**src/rtl/rv32i_instr_encoder.sv**
```systemverilog
// rv32i_instr_encoder
//   Turns an RV32I encode request into a 32-bit instruction word and emits it
//   with its target word address over a single-stage output register.
//
//   Handshakes: a transfer happens on a rising clk edge where valid && ready.
//   valid must not depend on ready; once m_valid is high, m_addr/m_data stay
//   stable until the transfer. s_ready is 1 when the output is empty, or when
//   the held word drains in the same cycle.
//
// Ports
//   clk, rst_n                 clock, asynchronous active-low reset
//   s_valid / s_ready          request handshake
//   s_mnemonic [5:0]           instruction code (table below)
//   s_rs1/s_rs2/s_rd [4:0]     register operands
//   s_imm [31:0]               signed immediate, or shift amount
//   base_load, base_addr       load a new write pointer (honoured only when empty)
//   m_valid/m_ready            output word handshake
//   m_addr, m_data             word address and encoded instruction
//   err_illegal                one-cycle pulse after a rejected request
//   word_cnt, illegal_cnt      saturating counters (emitted / rejected)
//   dbg_state                  FSM state: 0 = IDLE, 1 = HOLD
//
// Mnemonic codes: 0 NULL, 1 LUI, 2 AUIPC, 3 JAL, 4 JALR, 5 BEQ, 6 BNE, 7 BLT,
//   8 BGE, 9 BLTU, 10 BGEU, 11 LB, 12 LH, 13 LW, 14 LBU, 15 LHU, 16 SB, 17 SH,
//   18 SW, 19 ADDI, 20 SLTI, 21 SLTIU, 22 XORI, 23 ORI, 24 ANDI, 25 SLLI,
//   26 SRLI, 27 SRAI, 28 ADD, 29 SUB, 30 SLL, 31 SLT, 32 SLTU, 33 XOR, 34 SRL,
//   35 SRA, 36 OR, 37 AND, 38 MUL, 39 ECALL, 40 EBREAK; 41..63 are illegal.
module rv32i_instr_encoder #(
  parameter logic [31:0] RESET_BASE = 32'h0000_0000,
  parameter int unsigned CNT_W      = 16
) (
  input  logic             clk,
  input  logic             rst_n,
  input  logic             s_valid,
  output logic             s_ready,
  input  logic [5:0]       s_mnemonic,
  input  logic [4:0]       s_rs1,
  input  logic [4:0]       s_rs2,
  input  logic [4:0]       s_rd,
  input  logic [31:0]      s_imm,
  input  logic             base_load,
  input  logic [31:0]      base_addr,
  output logic             m_valid,
  input  logic             m_ready,
  output logic [31:0]      m_addr,
  output logic [31:0]      m_data,
  output logic             err_illegal,
  output logic [CNT_W-1:0] word_cnt,
  output logic [CNT_W-1:0] illegal_cnt,
  output logic             dbg_state
);

  typedef enum logic {ST_IDLE = 1'b0, ST_HOLD = 1'b1} state_e;
  typedef enum logic [3:0] {F_NONE, F_R, F_I, F_SH, F_S, F_B, F_U, F_J, F_SYS} fmt_e;

  localparam logic [6:0] OP_LUI = 7'h37, OP_AUIPC = 7'h17, OP_JAL = 7'h6F, OP_JALR = 7'h67;
  localparam logic [6:0] OP_BR = 7'h63, OP_LD = 7'h03, OP_ST = 7'h23, OP_IMM = 7'h13;
  localparam logic [6:0] OP_REG = 7'h33, OP_SYS = 7'h73;
  localparam logic [6:0] F7_ALT = 7'b0100000, F7_MUL = 7'b0000001;

  fmt_e        fmt;
  logic [6:0]  opcode;
  logic [2:0]  funct3;
  logic [6:0]  funct7;
  logic        sys_brk;
  logic [31:0] enc;
  logic        legal;
  logic signed [31:0] simm;

  state_e           state_q, state_d;
  logic [31:0]      wr_ptr_q, ptr_d;
  logic [31:0]      m_addr_q, m_addr_d;
  logic [31:0]      m_data_q, m_data_d;
  logic             err_q, err_d;
  logic [CNT_W-1:0] word_cnt_q, word_cnt_d;
  logic [CNT_W-1:0] illegal_cnt_q, illegal_cnt_d;
  logic             accept, drain;

  // Mnemonic -> instruction format and fixed opcode fields.
  always_comb begin
    fmt = F_NONE; opcode = 7'd0; funct3 = 3'd0; funct7 = 7'd0; sys_brk = 1'b0;
    case (s_mnemonic)
      6'd1:  begin fmt = F_U; opcode = OP_LUI; end
      6'd2:  begin fmt = F_U; opcode = OP_AUIPC; end
      6'd3:  begin fmt = F_J; opcode = OP_JAL; end
      6'd4:  begin fmt = F_I; opcode = OP_JALR; end
      6'd5:  begin fmt = F_B; opcode = OP_BR; funct3 = 3'd0; end
      6'd6:  begin fmt = F_B; opcode = OP_BR; funct3 = 3'd1; end
      6'd7:  begin fmt = F_B; opcode = OP_BR; funct3 = 3'd4; end
      6'd8:  begin fmt = F_B; opcode = OP_BR; funct3 = 3'd5; end
      6'd9:  begin fmt = F_B; opcode = OP_BR; funct3 = 3'd6; end
      6'd10: begin fmt = F_B; opcode = OP_BR; funct3 = 3'd7; end
      6'd11: begin fmt = F_I; opcode = OP_LD; funct3 = 3'd0; end
      6'd12: begin fmt = F_I; opcode = OP_LD; funct3 = 3'd1; end
      6'd13: begin fmt = F_I; opcode = OP_LD; funct3 = 3'd2; end
      6'd14: begin fmt = F_I; opcode = OP_LD; funct3 = 3'd4; end
      6'd15: begin fmt = F_I; opcode = OP_LD; funct3 = 3'd5; end
      6'd16: begin fmt = F_S; opcode = OP_ST; funct3 = 3'd0; end
      6'd17: begin fmt = F_S; opcode = OP_ST; funct3 = 3'd1; end
      6'd18: begin fmt = F_S; opcode = OP_ST; funct3 = 3'd2; end
      6'd19: begin fmt = F_I; opcode = OP_IMM; funct3 = 3'd0; end
      6'd20: begin fmt = F_I; opcode = OP_IMM; funct3 = 3'd2; end
      6'd21: begin fmt = F_I; opcode = OP_IMM; funct3 = 3'd3; end
      6'd22: begin fmt = F_I; opcode = OP_IMM; funct3 = 3'd4; end
      6'd23: begin fmt = F_I; opcode = OP_IMM; funct3 = 3'd6; end
      6'd24: begin fmt = F_I; opcode = OP_IMM; funct3 = 3'd7; end
      6'd25: begin fmt = F_SH; opcode = OP_IMM; funct3 = 3'd1; end
      6'd26: begin fmt = F_SH; opcode = OP_IMM; funct3 = 3'd5; end
      6'd27: begin fmt = F_SH; opcode = OP_IMM; funct3 = 3'd5; funct7 = F7_ALT; end
      6'd28: begin fmt = F_R; opcode = OP_REG; funct3 = 3'd0; end
      6'd29: begin fmt = F_R; opcode = OP_REG; funct3 = 3'd0; funct7 = F7_ALT; end
      6'd30: begin fmt = F_R; opcode = OP_REG; funct3 = 3'd1; end
      6'd31: begin fmt = F_R; opcode = OP_REG; funct3 = 3'd2; end
      6'd32: begin fmt = F_R; opcode = OP_REG; funct3 = 3'd3; end
      6'd33: begin fmt = F_R; opcode = OP_REG; funct3 = 3'd4; end
      6'd34: begin fmt = F_R; opcode = OP_REG; funct3 = 3'd5; end
      6'd35: begin fmt = F_R; opcode = OP_REG; funct3 = 3'd5; funct7 = F7_ALT; end
      6'd36: begin fmt = F_R; opcode = OP_REG; funct3 = 3'd6; end
      6'd37: begin fmt = F_R; opcode = OP_REG; funct3 = 3'd7; end
      6'd38: begin fmt = F_R; opcode = OP_REG; funct3 = 3'd0; funct7 = F7_MUL; end
      6'd39: begin fmt = F_SYS; end
      6'd40: begin fmt = F_SYS; sys_brk = 1'b1; end
      default: ;
    endcase
  end

  // Field placement and immediate range checks.
  always_comb begin
    enc   = 32'd0;
    legal = 1'b0;
    simm  = $signed(s_imm);
    case (fmt)
      F_R: begin
        enc   = {funct7, s_rs2, s_rs1, funct3, s_rd, opcode};
        legal = 1'b1;
      end
      F_I: begin
        enc   = {s_imm[11:0], s_rs1, funct3, s_rd, opcode};
        legal = (simm >= -32'sd2048) && (simm <= 32'sd2047);
      end
      F_SH: begin
        enc   = {funct7, s_imm[4:0], s_rs1, funct3, s_rd, opcode};
        legal = (s_imm[31:5] == 27'd0);  // shamt treated as unsigned
      end
      F_S: begin
        enc   = {s_imm[11:5], s_rs2, s_rs1, funct3, s_imm[4:0], opcode};
        legal = (simm >= -32'sd2048) && (simm <= 32'sd2047);
      end
      F_B: begin
        enc   = {s_imm[12], s_imm[10:5], s_rs2, s_rs1, funct3, s_imm[4:1], s_imm[11], opcode};
        legal = !s_imm[0] && (simm >= -32'sd4096) && (simm <= 32'sd4094);
      end
      F_U: begin
        enc   = {s_imm[31:12], s_rd, opcode};
        legal = (s_imm[11:0] == 12'd0);
      end
      F_J: begin
        enc   = {s_imm[20], s_imm[10:1], s_imm[11], s_imm[19:12], s_rd, opcode};
        legal = !s_imm[0] && (simm >= -32'sd1048576) && (simm <= 32'sd1048574);
      end
      F_SYS: begin
        enc   = {11'd0, sys_brk, 13'd0, OP_SYS};
        legal = 1'b1;
      end
      default: ;
    endcase
  end

  // Control: a drain and a new legal accept may coincide; the new word then
  // takes the already-advanced pointer so back-to-back words are contiguous.
  always_comb begin
    s_ready = (state_q == ST_IDLE) || m_ready;
    accept  = s_valid && s_ready;
    drain   = (state_q == ST_HOLD) && m_ready;

    ptr_d = wr_ptr_q;
    if (drain) ptr_d = wr_ptr_q + 32'd4;
    else if ((state_q == ST_IDLE) && base_load) ptr_d = {base_addr[31:2], 2'b00};

    state_d  = state_q;
    m_addr_d = m_addr_q;
    m_data_d = m_data_q;
    if (accept && legal) begin
      state_d  = ST_HOLD;
      m_addr_d = ptr_d;
      m_data_d = enc;
    end else if (drain) begin
      state_d = ST_IDLE;
    end

    err_d = accept && !legal;

    word_cnt_d = word_cnt_q;
    if (drain && !(&word_cnt_q)) word_cnt_d = word_cnt_q + CNT_W'(1);
    illegal_cnt_d = illegal_cnt_q;
    if (err_d && !(&illegal_cnt_q)) illegal_cnt_d = illegal_cnt_q + CNT_W'(1);
  end

  always_ff @(posedge clk or negedge rst_n) begin
    if (!rst_n) begin
      state_q       <= ST_IDLE;
      wr_ptr_q      <= RESET_BASE;
      m_addr_q      <= 32'd0;
      m_data_q      <= 32'd0;
      err_q         <= 1'b0;
      word_cnt_q    <= '0;
      illegal_cnt_q <= '0;
    end else begin
      state_q       <= state_d;
      wr_ptr_q      <= ptr_d;
      m_addr_q      <= m_addr_d;
      m_data_q      <= m_data_d;
      err_q         <= err_d;
      word_cnt_q    <= word_cnt_d;
      illegal_cnt_q <= illegal_cnt_d;
    end
  end

  assign m_valid     = (state_q == ST_HOLD);
  assign m_addr      = m_addr_q;
  assign m_data      = m_data_q;
  assign err_illegal = err_q;
  assign word_cnt    = word_cnt_q;
  assign illegal_cnt = illegal_cnt_q;
  assign dbg_state   = (state_q == ST_HOLD);

endmodule

```
**config.mk**
```make
export PLATFORM = sky130hd
export DESIGN_NAME = rv32i_instr_encoder
export DESIGN_NICKNAME = d
export VERILOG_FILES = /design/src/rtl/rv32i_instr_encoder.sv
export SDC_FILE = /design/constraint.sdc
export NUM_CORES = 1
export LEC_CHECK = 0
export ABC_AREA = 0
export CORE_ASPECT_RATIO = 1.25
export CORE_MARGIN = 1.5
export CORE_UTILIZATION = 43
export CTS_CLUSTER_DIAMETER = 60
export DETAILED_ROUTE_END_ITERATION = 8
export PLACE_DENSITY = 0.73
export SLEW_MARGIN = 20
export SYNTH_ARGS = -nofsm -noshare
export SYNTH_HDL_FRONTEND = slang
export SYNTH_SLANG_ARGS = --single-unit
```
**constraint.sdc**
```tcl
create_clock -name clk -period 3.1 [get_ports clk]
set_input_delay 0.31 -clock clk [delete_from_list [all_inputs] [get_ports clk]]
set_output_delay 0.31 -clock clk [all_outputs]
set_load 0.005 [all_outputs]
```
==> out/qor.yml, run 1 <==
status:
  status: "complete, no violations"
clocking:
  path_clk_slew_ns: 0.06
  numCtsBuffers: 17
  cts_setup_buffers: 0
  cts.sinks: 129
  holdBufCountCts: 1
  cts_repair_resize_count: 0
  cts_buffer_depth: 2
  cts_tree: "yes"
  insertion_delay_ns: 0.41
  htree_levels: 4
  cts-root-buf: "clkbuf_16"
logic_synthesis:
  synth_cells: 704
  synth_commonest_cells: "dfrtp_1, nor2_1, nand2_1"
  synth_edf_count: 0
  ys_warn_count: 0
  synth.most_common_cell: "dfrtp_1"
  synth_nets: 797
  avgSynthCellArea_um2: 9.59
  synth_top_area_cell: "dfrtp_1"
  synth_cell_types: 59
  synth_top_area_share_pct: 47.8
  async_flop_share_pct: 100
  ys_top_cells_by_area: "dfrtp_1, nor2_1, mux2_2"
  syn_area_um2: 6750
  ys_ff_latch: 129
  ys_seq_area_share_pct: 47.8
  ys.flop_type: "dfrtp_1"
routing:
  vias: 6258
  initialDrtViolationCount: 514
  ant_nets: 0
  wl_per_cell_um: 17.1
  wl_um: 19500
  drc: 0
  dr.pass1.iters: 5
  vias_per_cell: 5.49
global_route:
  track_usage_pct: 24.1
  grt_max_degree: 71
  grt_pass1_wl_um: 31000
  grt_antenna_before_repair: 0
  grt-ovfl-total: 0
  grt_pass1_vias: 6210
layout:
  fin_area_um2: 9760
  utilization_pct: 63.2
  area_growth_pct: 44.6
  antenna_cells: 0
  layout.nets: 1008
  fillers: 1307
  drive_above_1_share_pct: 12.4
sta:
  fin_setup_tns_ns: 0
  period_needed_ns: 2.76
  fmax_mhz: 362
  worst_slew_pin_slew_ns: 0.674
  slew_headroom_pct: 55.1
  finalSetupViolations: 0
  final_hold_viol_count: 0
  slew_viol_final: 0
  min_period_over_period_pct: 89.0
  skew_ns: 0.00775
  grt_setup_unrepaired: "false"
die:
  core_um2: 15400
  initial_core_util_pct: 43.7
  dieArea_um2: 16500
  fp.dieW_um: 115
  num_rows: 51
  io_pins: 190
  die_y_um: 143
power_and_ir_drop:
  power_density_nw_per_um2: 632
  p_leak_nw: 4.06
  ir_drop_mv: 0.491
worst_setup_path:
  required_ns: 3.40
  end_kind: "flop"
  crit_type: "reg -> reg"
  critPathArrivalTime_ns: 3.06
  startpoint_type: "flop"
  cp_slowest_stage_delay_ns: 0.61
  cp_cell_sequence: "ha_1 > nand4_1 > or4_1 > nor3_2 > nand3_1 > a221o_1 > mux2_2"
  crit_path_max_fanout: 6
  crit_slowest_cell: "or4_1"
placed_design:
  dp_hpwl_um: 14300
  gp_congestion: 0.969
  io_buffers: 187
  place_area_um2: 9100
hold_path:
  holdCritPathClass: "in -> reg"
job:
  drv_cap: 0
## report_power, final
group | total (mW) | leakage (nW) | internal [mW] | switching, mW
clock | 2.19 | 0.313 | 1.41 | 0.781
combinational | 1.61 | 2.18 | 0.998 | 0.614
sequential | 2.37 | 1.57 | 2.06 | 0.308
## sequential cells by signal, indices dropped and copies added (netlist names)
name	flops
m_addr	32
wr_ptr_q	32
m_data	31
illegal_cnt	16
word_cnt	16
dbg_state	1
err_illegal	1
## worst max-delay path: cells and delay by family (launching register included)
kind                     cells  cell delay (ns)
multiplexers                 1             0.27
AND/OR/NAND/NOR              4             1.34
adder cells (fa/ha/maj)      1             0.24
flip-flops                   1             0.43
AO/OA/AOI/OAI                1             0.36
## through the flow
step	cells	hold WS, ns	power (mW)	setup WS [ns]
floorplan	704	0.0144	2.96	0.693
global placement	1107	0.372	3.99	0.115
detailed placement	1107	0.382	4.02	0.0867
CTS	1140	0.453	6.24	0.318
global route	1140	0.493	6.50	0.182
finish	1140	0.473	6.17	0.340
## final timing paths
kind	end	slack, ns	startpoint	cells past startpoint
worst max-delay path	m_addr[28]	0.34	wr_ptr_q[2]	7
worst min-delay path	dbg_state	0.47	s_valid	3
worst max register to register	m_addr[28]	0.34	wr_ptr_q[2]	7
worst min register to register	wr_ptr_q[0]	0.48	wr_ptr_q[0]	1
max in group asynchronous	m_addr[21]	1.83	rst_n	3
min in group asynchronous	illegal_cnt[4]	0.48	rst_n	2
## layout by cell type, fill, tap and decap left out, types with 11 or more instances in the layout
cell	instances
xnor2_1	12
a21oi_1	40
mux2_2	25
nor2_1	77
a22oi_1	13
a222oi_1	11
nor3_1	25
inv_1	14
xor2_1	22
nand4_1	14
clkbuf_16	17
and3_1	15
o21ai_0	30
nand3_1	34
nand2_1	66
buf_4	39
clkdlybuf4s50_1	186
dfrtp_1	129
## routing by layer
layer / GRT usage (%) / routed length, um
met5: 0 / 0
met2: 41.0 / 9970
met4: 9.75 / 465
met1: 29.9 / 8060
met3: 4.80 / 971
## kinds of logic after synthesis
family	count (synthesis)	share of synthesized area, %
mux	37	6.14
buf+inv	55	3.71
flops	129	47.8
fa+ha+maj	3	0.556
xor+xnor	34	4.41
compound gates	161	16.5
simple gates	285	20.9
## final cells by class
class	instances	area [um2]	area share, %
Timing Repair Buffer	232	2280	23.3
Sequential cell	129	3230	33.1
Inverter	15	56.3	0.577
Tap cell	212	265	2.72
Multi-Input combinational cell	520	3280	33.6
Clock buffer	19	453	4.64
Clock inverter	13	199	2.04
Power figures use the tool's default switching activity.
==> inputs of run 2 (changes only) <==
- CORE_UTILIZATION: 43 -> 25
- PLACE_DENSITY: 0.73 -> default
- REMOVE_ABC_BUFFERS: default -> 1
==> run 2 against run 1 <==
  * Via count up 2.5%
  * Die area up 70%
  * Register-to-register slack better by 0.03 ns
  * Fmax up 1.2%
  * Count of clock-buffer cells in the layout up 1
  * Clock power up 2%
  * Non-clock buffer count up 3
  * Critical endpoint unchanged
  * Largest power group unchanged
==> out/qor.yml, run 2 (same netlist as run 1, synthesis figures left out) <==
hold_path:
  min_to: "dbg_state"
  hp-start: "s_valid"
  holdCritPathClass: "in -> reg"
  whs_path_depth: 3
die:
  core_um2: 26700
  dieArea_um2: 28000
  initial_core_util_pct: 25.3
  io_pins: 190
  fp.dieW_um: 150
  die_y_um: 187
  num_rows: 67
sta:
  hold_ws_ns: 0.473
  final_hold_viol_count: 0
  grt_setup_unrepaired: "false"
  skew_ns: 0.00945
  slew_viol_final: 0
  period_needed_ns: 2.73
  slew_headroom_pct: 54.2
  fmax_mhz: 367
  min_period_over_period_pct: 88.0
  finalSetupViolations: 0
  worst_slew_pin_slew_ns: 0.686
worst_setup_path:
  reg2reg_depth: 7
  end_kind: "flop"
  r2r_setup_slack_ns: 0.37
  required_ns: 3.40
  crit_path_max_fanout: 6
  r2r_end: "m_addr[28]"
  crit_start: "wr_ptr_q[2]"
  crit_type: "reg -> reg"
  critPathArrivalTime_ns: 3.02
  r2r_start: "wr_ptr_q[2]"
  startpoint_type: "flop"
power_and_ir_drop:
  p_leak_nw: 4.06
  power_density_nw_per_um2: 632
  ir_drop_mv: 0.269
  switching_share_pct: 27.9
  seq_power_share_pct: 38.0
  clockPowerShare_pct: 35.7
  comb_power_share_pct: 26.3
  p_sw_mw: 1.75
  intPower_mw: 4.51
routing:
  wl_per_cell_um: 17.2
  ant_nets: 0
  initialDrtViolationCount: 374
  vias: 6413
  dr.pass1.iters: 5
  drc: 0
  vias_per_cell: 5.03
  wl_um: 21900
clocking:
  numCtsBuffers: 17
  insertion_delay_ns: 0.42
  htree_levels: 4
  cts-root-buf: "clkbuf_16"
  cts.sinks: 129
  cts_setup_buffers: 0
  path_clk_slew_ns: 0.06
  cts_tree: "yes"
  cts_repair_resize_count: 0
  cts_buffer_depth: 2
placed_design:
  dp_cells: 1243
  dp_hpwl_um: 16300
  gp_congestion: 0.895
  io_buffers: 187
layout:
  antenna_cells: 0
  layout.nets: 1011
  final_common_cell: "clkdlybuf4s50_1"
  fillers: 2724
  drive_above_1_share_pct: 12.5
  area_growth_pct: 46.9
  most-common-layout-cells: "clkdlybuf4s50_1, dfrtp_1, nor2_1, nand2_1, buf_4"
  final_cells: 1276
status:
  status: "complete, no violations"
global_route:
  grt_use_met3_pct: 4.74
  grt_max_degree: 69
  top_usage_layer: "met2"
  grt_pass1_wl_um: 34400
  grt_antenna_before_repair: 0
  use_met2_pct: 25.6
  grtUsageMet1_pct: 19.4
  grt_pass1_vias: 6284
  grt-ovfl-total: 0
  track_usage_pct: 15.9
job:
  drv_cap: 0
[run 2: changes by cell type in the layout (fill, tap and decap cells not counted)]
cell,change
clkinv_4,+2
inv_8,-1
buf_4,+6
clkinvlp_4,-1
buf_12,-3
bufinv_16,+1
clkinv_2,+1
inv_6,-3
clkbuf_1,+2
clkbuf_8,-1
[run 2: worst max path at each step]
stage	end	slack, ns
2_1_floorplan	m_data[13]	-1.62
3_3_place_gp	illegal_cnt[12]	0.05
3_5_place_dp	illegal_cnt[12]	0.08
4_1_cts	m_addr[28]	0.35
5_1_grt	m_addr[28]	0.16
6_report	m_addr[28]	0.37
[run 2: per-stage QoR]
stage	TNS [ns]	utilization [%]	total power, mW	worst slack, ns	instance area [um2]
2_1_floorplan	-92.23	-	2.93	-1.62	6560
3_3_place_gp	0	34.7	4.04	0.0535	9250
3_5_place_dp	0	34.7	4.07	0.0752	9250
4_1_cts	0	37.2	6.37	0.348	9910
5_1_grt	0	37.2	6.63	0.158	9910
6_report	0	37.2	6.26	0.373	9910
[run 2: cell type report]
class / count / area, um2 / area share, %
Clock buffer: 20 / 447 / 4.51
Clock inverter: 12 / 206 / 2.08
Inverter: 15 / 56.3 / 0.568
Multi-Input combinational cell: 520 / 3280 / 33.1
Sequential cell: 129 / 3230 / 32.6
Tap cell: 345 / 432 / 4.35
Timing Repair Buffer: 235 / 2260 / 22.8
[run 2: worst max-delay path, stage by stage (launching register included)]
cell     delay (ns)
dfrtp_1        0.40
ha_1           0.24
nand4_1        0.15
or4_1          0.60
nor3_2         0.43
nand3_1        0.17
a221o_1        0.35
mux2_2         0.27
[run 2: routing by layer]
| metal | vias to the layer above | routed length (um) |
|---|---|---|
| li1 | 3023 | - |
| met1 | 3125 | 9180 |
| met2 | 233 | 10600 |
| met3 | 32 | 1500 |
| met4 | 0 | 618 |
| met5 | - | 0 |
[run 2: power by group through the flow]
| stage | Clock [mW] | Combinational [mW] | Sequential, mW |
|---|---|---|---|
| 3_5_place_dp | 0 | 1.66 | 2.41 |
| 3_3_place_gp | 0 | 1.65 | 2.40 |
| 4_1_cts | 2.31 | 1.67 | 2.38 |
| 2_1_floorplan | 0 | 0.562 | 2.37 |
| 5_1_grt | 2.39 | 1.80 | 2.44 |
| 6_report | 2.24 | 1.64 | 2.38 |
[run 2: what timing repair did]
| item | CTS | global route |
|---|---|---|
| hold buffers | 1 | 0 |
| endpoints found under the hold margin | 66 | 0 |
| endpoints found under the setup margin | 0 | 0 |
==> inputs of run 3 (changes only) <==
- CELL_PAD_IN_SITES_DETAIL_PLACEMENT: default -> 0
- CELL_PAD_IN_SITES_GLOBAL_PLACEMENT: default -> 2
- PLACE_DENSITY_LB_ADDON: default -> 0.1
==> run 3 against run 2 <==
  * Count of clock-buffer cells in the layout is 3 higher
  * Critical path depth is 2 higher
  * Hold slack worse by 0.0086 ns
  * Non-clock buffer count is 19 higher
  * Die area stayed put
  * Combinational power is 2% higher
  * Sequential share of layout area is 0.074 points lower
  * Global-route usage is 1.9 points higher
  * Via count is 1.4% higher
  * Flip-flop and latch count stayed put
  * Critical endpoint is now illegal_cnt[13]
  * Largest cell class unchanged
==> out/qor.yml, run 3 (same netlist as run 1, synthesis figures left out) <==
status:
  status: "complete, no violations"
sta:
  slew_headroom_pct: 49.3
  fmax_mhz: 356
  fin_setup_tns_ns: 0
  slew_viol_final: 0
  period_needed_ns: 2.81
  min_period_over_period_pct: 90.7
  skew_ns: 0.00534
  finalSetupViolations: 0
  grt_setup_unrepaired: "false"
  worst_slew_pin_slew_ns: 0.761
  final_hold_viol_count: 0
power_and_ir_drop:
  p_leak_nw: 4.10
  power_density_nw_per_um2: 593
  total_power_mw: 5.89
  ir_drop_mv: 0.307
layout:
  fin_area_um2: 9930
  antenna_cells: 0
  area_growth_pct: 47.2
  layout.nets: 1030
  fillers: 2701
  final_common_cell: "clkdlybuf4s50_1"
  final_cells: 1293
  most-common-layout-cells: "clkdlybuf4s50_1, dfrtp_1, nor2_1, nand2_1, buf_4"
  drive_above_1_share_pct: 13.7
die:
  core_um2: 26700
  io_pins: 190
  num_rows: 67
  initial_core_util_pct: 25.3
  die_y_um: 187
  dieArea_um2: 28000
  fp.dieW_um: 150
routing:
  drc: 0
  dr.pass1.iters: 6
  initialDrtViolationCount: 459
  wl_um: 24200
  vias_per_cell: 5.03
  vias: 6500
  wl_per_cell_um: 18.7
  ant_nets: 0
clocking:
  path_clk_slew_ns: 0.06
  numCtsBuffers: 17
  htree_levels: 4
  insertion_delay_ns: 0.42
  cts-root-buf: "clkbuf_16"
  cts_repair_resize_count: 0
  cts_buffer_depth: 2
  cts_tree: "yes"
  cts.sinks: 129
worst_setup_path:
  end_kind: "flop"
  critPathArrivalTime_ns: 3.16
  crit_path_max_fanout: 7
  required_ns: 3.44
  crit_type: "in -> reg"
  startpoint_type: "input pin"
global_route:
  grt_max_degree: 80
  track_usage_pct: 17.8
  grt_pass1_wl_um: 37900
  grt-ovfl-total: 0
  grt_antenna_before_repair: 0
  grt_pass1_vias: 6705
hold_path:
  holdCritPathClass: "in -> reg"
placed_design:
  dp_cells: 1262
  gp_congestion: 0.881
  dp_hpwl_um: 18600
  place_area_um2: 9400
  io_buffers: 187
job:
  drv_cap: 0
run 3: cell count changes in the layout (fill, tap and decap cells not counted), sizes merged:
cell	delta
inv	-1
buf	+19
bufinv	-4
clkbuf	+3
run 3: worst max-delay path, cell delays in order:
cell and delay (ns):
clkdlybuf4s50_1 0.54, buf_4 0.23, o21a_1 0.21, o311ai_0 0.57, a21o_1 0.30, nand4b_2 0.27
buf_4 0.25, nor4_1 0.31, xnor2_1 0.16
run 3: report_power, final:
group | leakage [nW] | switching [mW] | internal (mW) | total, mW
sequential | 1.57 | 0.320 | 2.06 | 2.38
combinational | 2.28 | 0.666 | 1.01 | 1.68
clock | 0.256 | 0.720 | 1.11 | 1.83
total | 4.10 | 1.71 | 4.18 | 5.89
run 3: routing by layer:
metal,GRT usage [%],vias up,part of all wire [%]
met5,0,-,0
met4,7.99,0,3.5
met3,3.94,47,5.8
met2,29.0,249,49
met1,22.2,3145,42
li1,-,3059,-
run 3: cell type report:
class	count	area [um2]	share of cell area [%]
clock inverters	7	62.6	0.630
well taps	345	432	4.35
clock buffers	23	458	4.61
multi-input cells	520	3280	33.0
inverters	15	56.3	0.567
flip-flops and latches	129	3230	32.5
repair buffers	254	2420	24.3
run 3: path summary, 6_finish.rpt:
kind,start,to,slack [ns],cells after the start
setup / recovery,s_mnemonic[3],illegal_cnt[13],0.29,9
hold / removal,s_valid,dbg_state,0.46,3
setup reg to reg,wr_ptr_q[2],m_addr[28],0.31,7
hold reg to reg,wr_ptr_q[0],wr_ptr_q[0],0.48,1
max in group asynchronous,rst_n,m_addr[12],1.82,3
min in group asynchronous,rst_n,wr_ptr_q[14],0.48,2
run 3: timing repair:
item / in CTS / in global routing
buffers inserted: 0 / 0
endpoints found under the hold margin: 78 / 0
hold buffers: 1 / 0
run 3: stage by stage:
step	setup WS (ns)	hold slack, ns	util, %
after floorplan	-1.62	0.0144	-
after global placement	-0.0773	0.396	35.3
after detailed placement	-0.126	0.409	35.3
after CTS	0.302	0.438	37.3
after global routing	0.112	0.471	37.3
final	0.287	0.465	37.3
